### src/rtl/uart_tx_periph.sv
// Memory-mapped UART transmitter: byte FIFO fed by stores to TXDATA, 8N1 serialiser,
// STATUS/CTRL registers readable through a combinational load path.
module uart_tx_periph #(
  parameter int unsigned BAUD_DIV   = 868,
  parameter int unsigned FIFO_DEPTH = 8
) (
  input  logic        clk,
  input  logic        rst,
  input  logic        cs,
  input  logic        wr,
  input  logic [3:0]  mask,
  input  logic [31:0] addr,
  input  logic [31:0] data_wr,
  output logic [31:0] data_rd,
  output logic        tx,
  output logic        busy
);

  localparam int unsigned AW = (FIFO_DEPTH > 2) ? $clog2(FIFO_DEPTH) : 1;
  localparam int unsigned BW = $clog2(BAUD_DIV);
  localparam logic [BW-1:0] BaudLast = BW'(BAUD_DIV - 1);
  localparam logic [AW:0]   FifoFull = (AW + 1)'(FIFO_DEPTH);

  typedef enum logic [1:0] {StIdle, StStart, StData, StStop} state_e;

  state_e          state_q, state_d;
  logic [BW-1:0]   baud_q, baud_d;
  logic [2:0]      bit_q, bit_d;
  logic [7:0]      shift_q, shift_d;
  logic            tx_q, tx_d;
  logic            busy_q, busy_d;
  logic            enable_q, enable_d;
  logic            ovf_q, ovf_d;
  logic [AW-1:0]   wr_ptr_q, rd_ptr_q;
  logic [AW:0]     count_q, count_d;
  logic [7:0]      mem [FIFO_DEPTH];

  logic sel_txdata, sel_status, sel_ctrl;
  logic full, empty, push_req, push, pop, start_ok, baud_end;

  logic unused;
  assign unused = ^{addr[31:4], addr[1:0], mask[3:1], data_wr[31:8]};

  assign sel_txdata = cs & wr & mask[0] & (addr[3:2] == 2'd0);
  assign sel_status = cs & wr & mask[0] & (addr[3:2] == 2'd1);
  assign sel_ctrl   = cs & wr & mask[0] & (addr[3:2] == 2'd2);

  assign full     = (count_q == FifoFull);
  assign empty    = (count_q == '0);
  assign push_req = sel_txdata;
  // A full FIFO still accepts a push when the serialiser pops on the same edge.
  assign push     = push_req & (~full | pop);
  assign start_ok = enable_q & ~empty;
  assign baud_end = (baud_q == BaudLast);

  always_comb begin
    enable_d = enable_q;
    ovf_d    = ovf_q;
    count_d  = count_q;
    if (sel_ctrl) enable_d = data_wr[0];
    if (push_req & full & ~pop) ovf_d = 1'b1;
    else if (sel_status & data_wr[3]) ovf_d = 1'b0;
    case ({push, pop})
      2'b10:   count_d = count_q + 1'b1;
      2'b01:   count_d = count_q - 1'b1;
      default: count_d = count_q;
    endcase
  end

  always_comb begin
    state_d = state_q;
    baud_d  = baud_q;
    bit_d   = bit_q;
    shift_d = shift_q;
    tx_d    = tx_q;
    busy_d  = busy_q;
    pop     = 1'b0;
    unique case (state_q)
      StIdle: begin
        if (start_ok) begin
          pop     = 1'b1;
          shift_d = mem[rd_ptr_q];
          state_d = StStart;
          tx_d    = 1'b0;
          busy_d  = 1'b1;
          baud_d  = '0;
        end
      end
      StStart: begin
        if (baud_end) begin
          baud_d  = '0;
          bit_d   = '0;
          state_d = StData;
          tx_d    = shift_q[0];
          shift_d = {1'b0, shift_q[7:1]};
        end else begin
          baud_d = baud_q + 1'b1;
        end
      end
      StData: begin
        if (baud_end) begin
          baud_d = '0;
          if (bit_q == 3'd7) begin
            bit_d   = '0;
            state_d = StStop;
            tx_d    = 1'b1;
          end else begin
            bit_d   = bit_q + 1'b1;
            tx_d    = shift_q[0];
            shift_d = {1'b0, shift_q[7:1]};
          end
        end else begin
          baud_d = baud_q + 1'b1;
        end
      end
      StStop: begin
        if (baud_end) begin
          baud_d = '0;
          // Chain straight into the next start bit so queued bytes go out gap-free.
          if (start_ok) begin
            pop     = 1'b1;
            shift_d = mem[rd_ptr_q];
            state_d = StStart;
            tx_d    = 1'b0;
          end else begin
            state_d = StIdle;
            busy_d  = 1'b0;
          end
        end else begin
          baud_d = baud_q + 1'b1;
        end
      end
      default: state_d = StIdle;
    endcase
  end

  always_ff @(posedge clk or negedge rst) begin
    if (!rst) begin
      state_q  <= StIdle;
      baud_q   <= '0;
      bit_q    <= '0;
      shift_q  <= '0;
      tx_q     <= 1'b1;
      busy_q   <= 1'b0;
      enable_q <= 1'b0;
      ovf_q    <= 1'b0;
      wr_ptr_q <= '0;
      rd_ptr_q <= '0;
      count_q  <= '0;
    end else begin
      state_q  <= state_d;
      baud_q   <= baud_d;
      bit_q    <= bit_d;
      shift_q  <= shift_d;
      tx_q     <= tx_d;
      busy_q   <= busy_d;
      enable_q <= enable_d;
      ovf_q    <= ovf_d;
      count_q  <= count_d;
      if (push) wr_ptr_q <= wr_ptr_q + 1'b1;
      if (pop)  rd_ptr_q <= rd_ptr_q + 1'b1;
    end
  end

  // Storage needs no reset; the pointers define what is valid.
  always_ff @(posedge clk) begin
    if (push) mem[wr_ptr_q] <= data_wr[7:0];
  end

  always_comb begin
    data_rd = '0;
    if (cs & ~wr) begin
      case (addr[3:2])
        2'd1:    data_rd = {28'b0, ovf_q, busy_q, empty, full};
        2'd2:    data_rd = {31'b0, enable_q};
        default: data_rd = '0;
      endcase
    end
  end

  assign tx   = tx_q;
  assign busy = busy_q;

endmodule

### config.mk
export PLATFORM = sky130hd
export DESIGN_NAME = uart_tx_periph
export DESIGN_NICKNAME = d
export VERILOG_FILES = /design/src/rtl/uart_tx_periph.sv
export SDC_FILE = /design/constraint.sdc
export NUM_CORES = 1
export LEC_CHECK = 0
export ABC_AREA = 1
export BUFFER_PORTS_ARGS = -buffer_cell sky130_fd_sc_hd__buf_4
export CAP_MARGIN = 15
export CORE_UTILIZATION = 50
export CTS_CLUSTER_DIAMETER = 120
export CTS_CLUSTER_SIZE = 40
export DETAILED_ROUTE_END_ITERATION = 6
export PLACE_DENSITY = 0.81
export SYNTH_ARGS = -nofsm -noshare
export SYNTH_HDL_FRONTEND = slang
export SYNTH_SLANG_ARGS = --single-unit
### constraint.sdc
create_clock -name clk -period 3.6 [get_ports clk]
set_clock_uncertainty 0.05 [all_clocks]
set_input_delay 0 -clock clk [delete_from_list [all_inputs] [get_ports clk]]
set_output_delay 0 -clock clk [all_outputs]
set_load 0.005 [all_outputs]
## Yosys cells after proc, flatten, opt, wreduce, memory -nomap -nowiden

Memories as Yosys holds them, arrays and structs flattened.
Cells that the tools add are included.

- Logic and storage cells: 104
- Output and inout bits: 34
- Bits of input ports: 72
- Memories kept: 1
- RAM bits: 64
- Flip-flop bits (word level): 37

Memory list:

| name | depth | bits a word | read ports | clocked after memory_dff | write ports | line | source |
|---|---|---|---|---|---|---|---|
| mem | 8 | 8 | 1 | 0 | 1 | 36 | `logic [7:0] mem [FIFO_DEPTH];` |

- $add $sub $neg: 6
- Eq/ne operators: 17
- Multiplexer cells: 40
- Bitwise gates (word level): 16
- Reduce and logical (&&, ||, !) cells: 13

Operator list:

| kind | number |
|---|---|
| 8-bit 2-to-1 mux | 5 |
| 8-bit case mux with 4 select lines | 1 |
| 10-bit 2-to-1 mux | 2 |
| 10-bit case mux with 2 select lines | 1 |
| 4-bit case mux with 2 select lines | 2 |
| 1-bit 2-to-1 mux | 15 |
| 2-bit inequality test, second input constant | 7 |
| 1-bit AND | 11 |
| 10-bit by 1-bit adder with 10-bit output, second input constant | 1 |
| 10-bit equality test, second input constant | 1 |
| 2-bit 2-to-1 mux | 5 |
| 3-bit by 1-bit adder with 3-bit output, second input constant | 3 |
| 3-bit 2-to-1 mux | 3 |
| 2-bit equality test, second input constant | 4 |
| 2-bit case mux with 4 select lines | 1 |
| 4-bit AND reduction | 2 |
| 2-bit nonzero test | 4 |
| 2-bit by 1-bit equality test with 1-bit output, second input constant | 3 |
| 3-bit case mux with 2 select lines | 1 |
| 3-bit AND reduction | 2 |
| 5-bit AND reduction | 1 |
| 4-bit by 1-bit adder with 4-bit output, second input constant | 1 |
| 4-bit equality test, second input constant | 1 |
| 2-bit zero test | 2 |
| other kinds (9) | 13 |

## Logic depth before layout (Yosys ltp)

Gate-level depths: netlist (run 1).

- Depth after elaboration: 10
- Depth in mapped cells: 16
- Mapped depth without buffers: 16

## Worst setup path after synthesis (run 1)

OpenSTA, ideal clock, no wires.

- Path type: reg2reg
- Start point: reg baud_q[0]
- End point: reg count_q[2]
- Cell stages (with the launch flop): 15
- Buffers on the path: 0
- Required time: 3422 ps
- Arrival time: 2221 ps
- Slack: 1201 ps
- Clock period less this slack: 2399 ps
- Library setup time: 128 ps
- Path through: dfrtp_1 > ha_1 > nand3_1 > nor2_4 > nand2_1 > nand2_1 > nand2_2 > nand2_4 > nand2_8 > ha_1 > xor2_1 > ha_1 > a21oi_1 > xnor2_1 > o21ai_0

- Word-level cells in the longest chain between the ends: 7
- Elaborated cells on any way between the ends: 9
- Classes of those cells: eq/ne: 3; mux: 3; bitwise: 2; reduce/logical: 1

RTL lines:

| element | line | source |
|---|---|---|
| start: declaration | 27 | `logic [BW-1:0] baud_q, baud_d;` |
| start signal: assignment | 152 | `baud_q <= baud_d;` |
| 10-bit equality test (*) | 54 | `assign baud_end = (baud_q == BaudLast);` |
| 1-bit 2-to-1 mux (*) | 117 | `if (baud_end) begin` |
| 1-bit case mux with 2 select lines (*) | 78 | `unique case (state_q)` |
| 1-bit OR | 52 | `assign push = push_req & (~full \| pop);` |
| 1-bit AND | 52 |  |
| 2-bit by 1-bit equality test with 1-bit output / 2-bit equality test (equally long branches) | 63 | `case ({push, pop})` |
| 4-bit case mux with 2 select lines / 2-bit nonzero test (equally long branches) | -- |  |
| end signal: assignment | 159 | `count_q <= count_d;` |
| end: declaration | 35 | `logic [AW:0] count_q, count_d;` |

Mark *: on every way between the ends. The rest lies on a longest branch, timed or not.
A chain may end at the register's enable or synchronous reset.

## Final worst setup path (run 1)

Ends and elaborated chain as after synthesis.

==> impl_metrics.env, run 1 <==
export IMPL_grt_max_degree=38
export IMPL_multi_input_area_um2=1790
export IMPL_avgSynthCellArea_um2=9.97
export IMPL_cts_tree="yes"
export IMPL_synth_distinct_cells=42
export IMPL_power_total_uw=3680
export IMPL_cp_max_fo=10
export IMPL_slew_headroom_pct=31.5
export IMPL_end_kind="register"
export IMPL_setup_tns_ps=0
export IMPL_area_growth_syn_to_layout_pct=8.75
export IMPL_cts_setup_buffers=0
export IMPL_ioPinCount=106
export IMPL_vias=3507
export IMPL_gr_total_overflow=0
export IMPL_via_per_inst=5.31
export IMPL_layout_cells_non_filler=660
export IMPL_yosysSeqAreaShare_pct=57.4
export IMPL_crit_required_ps=3790
export IMPL_max_cap_viol_count=0
export IMPL_leakage_uw=0.00223
export IMPL_clock_sinks=101
export IMPL_nNetsFinal=614
export IMPL_ys_flop_type="edfxtp_1"
export IMPL_die_width_um=102
export IMPL_drt_wl_total_mm=9.14
export IMPL_grt_busiest_layer="met2"
export IMPL_place_hpwl_mm=6.08
export IMPL_dp_cells=633
export IMPL_dr_pass1_iters=4
export IMPL_syn_inst=498
export IMPL_antenna_left=0
export IMPL_initial_core_util_pct=52.7
export IMPL_grt_met3_usage_pct=3.38
export IMPL_fin_util_pct=57.3
export IMPL_place_congestion=0.823
export IMPL_fin_crit_sh_pct=74.1
export IMPL_grt_usage_pct=19.4
export IMPL_place_area_um2=5110
export IMPL_insertion_delay_ps=360
export IMPL_rsz0062_at_grt="false"
export IMPL_setup_viol=0
export IMPL_grt_pass1_wl_mm=15.3
export IMPL_finish_instance_area_um2=5400
export IMPL_p_per_area_nw_per_um2=681
export IMPL_htree_num_levels=3
export IMPL_intPower_uw=2140
export IMPL_critPathKind="register to register"
export IMPL_fillers=768
export IMPL_drc=0
export IMPL_synth_edf_count=64
export IMPL_drive_above_1_share_pct=13.0
export IMPL_grt_util_met2_pct=33.0
export IMPL_wl_per_cell_um=13.9
export IMPL_port_buffers=20
export IMPL_p_sw_share_pct=41.9
export IMPL_hold_violations=0
export IMPL_switchingPower_uw=1540
export IMPL_syn_cell_area_um2=4960
export IMPL_antenna_found_initial=0
export IMPL_drt_iter0_drc=202
export IMPL_final_seq_area_um2=2850
export IMPL_cts_root_buffer="clkbuf_8"
export IMPL_ir_drop_uv=374
export IMPL_cts_buffer_depth=2
export IMPL_grtUsageMet1_pct=24.1
export IMPL_clk_pin_slew_ps=100
export IMPL_chipHeight_um=102
export IMPL_crit_arrival_ps=2860
export IMPL_core_area_um2=9420
export IMPL_worstMarginPinSlew_ps=1030
export IMPL_diodes=0
export IMPL_hold_path_class="input pin to register"
export IMPL_outcome="complete, no violations"
export IMPL_power_frac_comb_pct=39.7
export IMPL_synthArstFlopShare_pct=36.6
export IMPL_die_area_um2=10300
export IMPL_cts_buffers=9
export IMPL_yosys_warnings=0
export IMPL_grt_pass1_vias=3333
export IMPL_synth_seq_cells=101
export IMPL_fmax_ghz=0.375
export IMPL_cp_start_kind="register"
export IMPL_power_share_clock_pct=18.1
export IMPL_std_cell_rows=35
export IMPL_period_needed_ps=2670
export IMPL_seqPwrFrac_pct=42.2
export IMPL_drv_slew=0
## critical path, cell delays in order, from the launching register on
cell	delay, ps
dfrtp_1	400
ha_1	270
nand3_1	150
nor2_4	220
nand2_1	70
nand2_1	70
nand2_2	90
nand2_4	130
nand2_8	90
ha_1	260
xor2_1	170
ha_1	190
a21oi_1	160
xnor2_1	130
o21ai_0	80
## cell usage in the layout, fill, tap and decap left out, types with 2 or more instances in the layout
cell type,instances
nand4_1,2
xor2_1,5
edfxtp_1,64
nor2_2,12
o21ai_1,2
inv_1,29
nand2_2,4
nor2_4,2
nand3_1,48
xnor2_1,5
dlygate4sd3_1,11
buf_4,22
clkbuf_8,9
o22ai_1,11
ha_1,16
a32o_1,3
clkinvlp_4,2
nand2_1,104
o31ai_1,2
o21ai_0,33
nor3_1,2
clkinv_1,3
dfrtp_1,36
conb_1,28
a21oi_1,5
inv_2,6
o211ai_1,2
inv_6,2
nor2_1,46
## layer usage
layer,share of wire (%),vias up
met3,4.7,20
li1,-,1684
met1,42,1684
met5,0,-
met2,51,119
met4,2.0,0
## flip-flops by register name, summed over array words and instances (netlist names)
name / cells
mem: 64
baud_q: 10
shift_q: 8
count_q: 4
bit_q: 3
rd_ptr_q: 3
wr_ptr_q: 3
state_q: 2
busy: 1
enable_q: 1
ovf_q: 1
tx: 1
## kinds of logic (layout without fill, tap and decap cells)
logic type,count (synthesis),count (layout),synth area share (%)
flops,101,101,57.4
other cells,1,28,0.0756
buf+inv,80,86,8.52
compound gates,64,64,7.59
xor+xnor,10,10,1.76
fa+ha+maj,16,16,4.03
simple gates,226,226,20.6
## cell usage after synthesis (10+ instances only)
cell      number  share of area (%)
edfxtp_1      64                 39
nand3_1       48                4.8
dfrtp_1       36                 18
o22ai_1       11                1.4
nand2_1      104                7.9
ha_1          16                4.0
inv_1         29                2.2
nor2_2        12                1.5
o21ai_0       33                3.3
nor2_1        46                3.5
buf_4         28                4.2
clkbuf_1      10               0.76
## power groups by stage
| stage | sequential, uW | clock [uW] | combinational (uW) |
|---|---|---|---|
| floorplan | 1500 | 0 | 1210 |
| global placement | 1560 | 0 | 1360 |
| detailed placement | 1570 | 0 | 1430 |
| CTS | 1550 | 675 | 1460 |
| global route | 1570 | 719 | 1650 |
| finish | 1550 | 667 | 1460 |
## cell type report
class	count	area share, %
clock inverters	7	1.04
flip-flops and latches	101	52.8
repair buffers	33	5.10
inverters	37	2.57
well taps	129	2.99
multi-input cells	344	33.2
clock buffers	9	2.29
## metrics by stage
| stage | setup slack, ps | hold WS (ps) |
|---|---|---|
| final | 931 | 20.4 |
| after detailed placement | 941 | -58.8 |
| after global routing | 632 | 13.5 |
| after floorplan | 1200 | -346 |
| after global placement | 1040 | -59.9 |
| after CTS | 915 | 4.22 |
## timing repair
| item | CTS | global route |
|---|---|---|
| hold endpoints to repair | 103 | 0 |
| hold buffers | 11 | 0 |
| resized for setup | 0 | 0 |
## final timing paths
check	start	end	slack, ps	cells after the start
min in group asynchronous	rst	baud_q[6]	80	2
max in group asynchronous	rst	tx	3060	2
worst max-delay path	baud_q[0]	count_q[2]	930	14
worst min register to register	shift_q[7]	shift_q[7]	450	2
worst max register to register	baud_q[0]	count_q[2]	930	14
worst min-delay path	addr[3]	enable_q	20	3
Power figures use the tool's default switching activity.
==> inputs of run 2 (changes only) <==
- ABC_AREA: 1 -> 0
- clock period: 3.6 -> 2.8 ns (I/O delays scaled with it)
==> run 2 against run 1 <==
  * Sequential share of layout area is 0.062 points lower
  * Setup slack worse by 820 ps
  * Core utilization is 0.63 points higher
  * Clock-buffer cell count stayed put
  * Cell count is 20% lower
  * Global-route usage is 1.7 points lower
  * Register-to-register slack worse by 820 ps
  * Sequential power is 31% higher
==> impl_metrics.env, run 2 <==
export IMPL_outcome="complete, no violations"
export IMPL_die_width_um=101
export IMPL_regMostFlops="mem"
export IMPL_ys_flop_type="edfxtp_1"
export IMPL_rr_worst_depth=12
export IMPL_diodes=0
export IMPL_cts_buffer_depth=2
export IMPL_chipHeight_um=101
export IMPL_finish_instance_area_um2=5410
export IMPL_hold_path_cell_count=4
export IMPL_place_area_um2=5070
export IMPL_drt_iter0_drc=106
export IMPL_period_needed_ps=2690
export IMPL_worstMarginPinSlew_ps=771
export IMPL_cp_max_fo=8
export IMPL_synth_distinct_cells=58
export IMPL_std_cell_rows=35
export IMPL_area_growth_syn_to_layout_pct=11.2
export IMPL_yosys_area_top_type="edfxtp_1"
export IMPL_synth_top_area_share_pct=39.5
export IMPL_max_stage_delay_ps=410
export IMPL_ir_drop_uv=375
export IMPL_htree_num_levels=3
export IMPL_cts_buffers=9
export IMPL_drc=0
export IMPL_insertion_delay_ps=370
export IMPL_r2r_end="count_q[2]"
export IMPL_dr_pass1_iters=4
export IMPL_worstReg2RegStart="state_q[0]"
export IMPL_hold_path_class="input pin to register"
export IMPL_mostFrequentLayoutCell="edfxtp_1"
export IMPL_critPathKind="register to register"
export IMPL_syn_inst=353
export IMPL_port_buffers=20
export IMPL_synth_edf_count=64
export IMPL_hold_violations=0
export IMPL_slew_headroom_pct=48.6
export IMPL_setup_viol=0
export IMPL_via_per_inst=5.30
export IMPL_cp_start_kind="register"
export IMPL_r2r_setup_slack_ps=110
export IMPL_drive_above_1_share_pct=24.6
export IMPL_largest_reg_flops=64
export IMPL_drv_slew=0
export IMPL_grt_pass1_vias=2768
export IMPL_hold_path_endpoint="ovf_q"
export IMPL_crit_chain="inv_1 > ha_1 > or2b_2 > o21ai_4 > nand2_4 > ha_1 > xor2_1 > ha_1 > a21oi_1 > xor2_1 > nor2_1 > xor2_1"
export IMPL_p_per_area_nw_per_um2=863
export IMPL_synth_common_cells="edfxtp_1 (64), dfrtp_1 (36), buf_4 (30)"
export IMPL_core_area_um2=9330
export IMPL_cts_root_buffer="clkbuf_8"
export IMPL_final_cell_mix="edfxtp_1 (64), buf_4 (37), dfrtp_1 (35)"
export IMPL_fillers=702
export IMPL_leakage_uw=0.00209
export IMPL_gr_total_overflow=0
export IMPL_power_total_uw=4670
export IMPL_dp_cells=502
export IMPL_grt_max_degree=38
export IMPL_synthArstFlopShare_pct=36.6
export IMPL_syn_cell_area_um2=4860
export IMPL_wl_per_cell_um=15.3
export IMPL_drt_wl_total_mm=8.09
export IMPL_layout_cells_non_filler=528
export IMPL_crit_required_ps=3010
export IMPL_fin_crit_sh_pct=96.0
export IMPL_max_cap_viol_count=0
export IMPL_synth_seq_cells=101
export IMPL_antenna_found_initial=0
export IMPL_end_kind="register"
export IMPL_avgSynthCellArea_um2=13.8
export IMPL_worst_slack_ps=111
export IMPL_crit_family="adder cells"
export IMPL_fmax_ghz=0.372
export IMPL_antenna_left=0
export IMPL_vias=2801
export IMPL_top_regs="mem (64), baud_q (10), shift_q (8)"
export IMPL_nNetsFinal=482
export IMPL_ioPinCount=106
export IMPL_min_from="mask[0]"
export IMPL_synthTopCellsByArea="edfxtp_1 (40%), dfrtp_1 (19%), mux4_2 (7.4%), buf_4 (4.6%), ha_1 (4.1%)"
export IMPL_clock_sinks=101
export IMPL_yosysSeqAreaShare_pct=58.6
export IMPL_pre_cts_ws_ps=37.4
export IMPL_yosys_warnings=0
export IMPL_clk_pin_slew_ps=110
export IMPL_grt_usage_pct=17.7
export IMPL_cp_slowest_cell="dfrtp_1"
export IMPL_grt_pass1_wl_mm=13.5
export IMPL_die_area_um2=10100
export IMPL_setup_tns_ps=0
export IMPL_synth_most_common_cell="edfxtp_1"
export IMPL_crit_arrival_ps=2900
export IMPL_path_buf_inv=1
export IMPL_place_hpwl_mm=5.49
export IMPL_initial_core_util_pct=52.1
export IMPL_cts_tree="yes"
export IMPL_place_congestion=0.807
## run 2: cell types whose count changed after synthesis, sizes merged, moves of 8 or more
cell,change
and3,+8
nand2,-84
nand3,-45
nor2,-38
mux4,+16
o21ai,-10
mux2i,+8
o22ai,-11
inv,-30
## run 2: worst min-delay path: stages
cell and delay [ps]:
buf_4 100, and3_1 170, nand2_1 70, o21ai_0 80
## run 2: per-stage QoR
step / util (%) / hold WS [ps]
3_3_place_gp: 54.4 / -64.1
2_1_floorplan: - / -346
6_report: 58.0 / 40.4
4_1_cts: 57.5 / 35.7
5_1_grt: 58.0 / 80.3
3_5_place_dp: 54.4 / -58.1
## run 2: worst max-delay path by stage
stage	start	to	cells past startpoint
finish	state_q[0]	count_q[2]	12
global route	state_q[0]	count_q[2]	12
CTS	state_q[0]	count_q[2]	12
detailed placement	state_q[0]	count_q[2]	12
global placement	state_q[0]	count_q[2]	12
floorplan	state_q[0]	mem[0][0]	6
## run 2: logic make-up (layout without fill, tap and decap cells)
family                   count (synthesis)  after routing  share of synthesized area, %
multiplexers                            28             28                          10.1
flip-flops                             101            101                          58.6
AND/OR/NAND/NOR                         91             91                          9.96
XOR/XNOR                                11             11                          1.98
AO/OA/AOI/OAI                           57             57                          8.13
adder cells (fa/ha/maj)                 16             16                          4.12
other                                    1             28                        0.0771
buffers and inverters                   48             67                          7.05
## run 2: repair_timing
action / CTS / global route
hold endpoints to repair: 103 / 0
buffers inserted: 0 / 1
hold buffers: 9 / 0
gates resized for setup: 0 / 7
setup endpoints to repair: 0 / 2
## run 2: layout make-up
cell class | count | area (um2) | share of cell area, %
Clock inverter | 7 | 78.8 | 1.46
Sequential cell | 101 | 2850 | 52.7
Multi-Input combinational cell | 231 | 1810 | 33.4
Timing Repair Buffer | 46 | 368 | 6.80
Clock buffer | 9 | 124 | 2.29
Inverter | 5 | 18.8 | 0.347
Tap cell | 129 | 161 | 2.99
## run 2: power by group
group,internal [uW],total [uW],switching (uW)
clock network,365,935,570
registers,1780,2030,247
logic,793,1710,912
## run 2: routing by layer
metal / wire (um) / GRT usage [%] / part of all wire (%) / vias to the layer above
li1: - / - / - / 1334
met1: 3550 / 21.7 / 44 / 1380
met2: 4120 / 30.5 / 51 / 73
met3: 278 / 4.23 / 3.4 / 14
met4: 142 / 6.69 / 1.8 / 0
met5: 0 / 0 / 0 / -
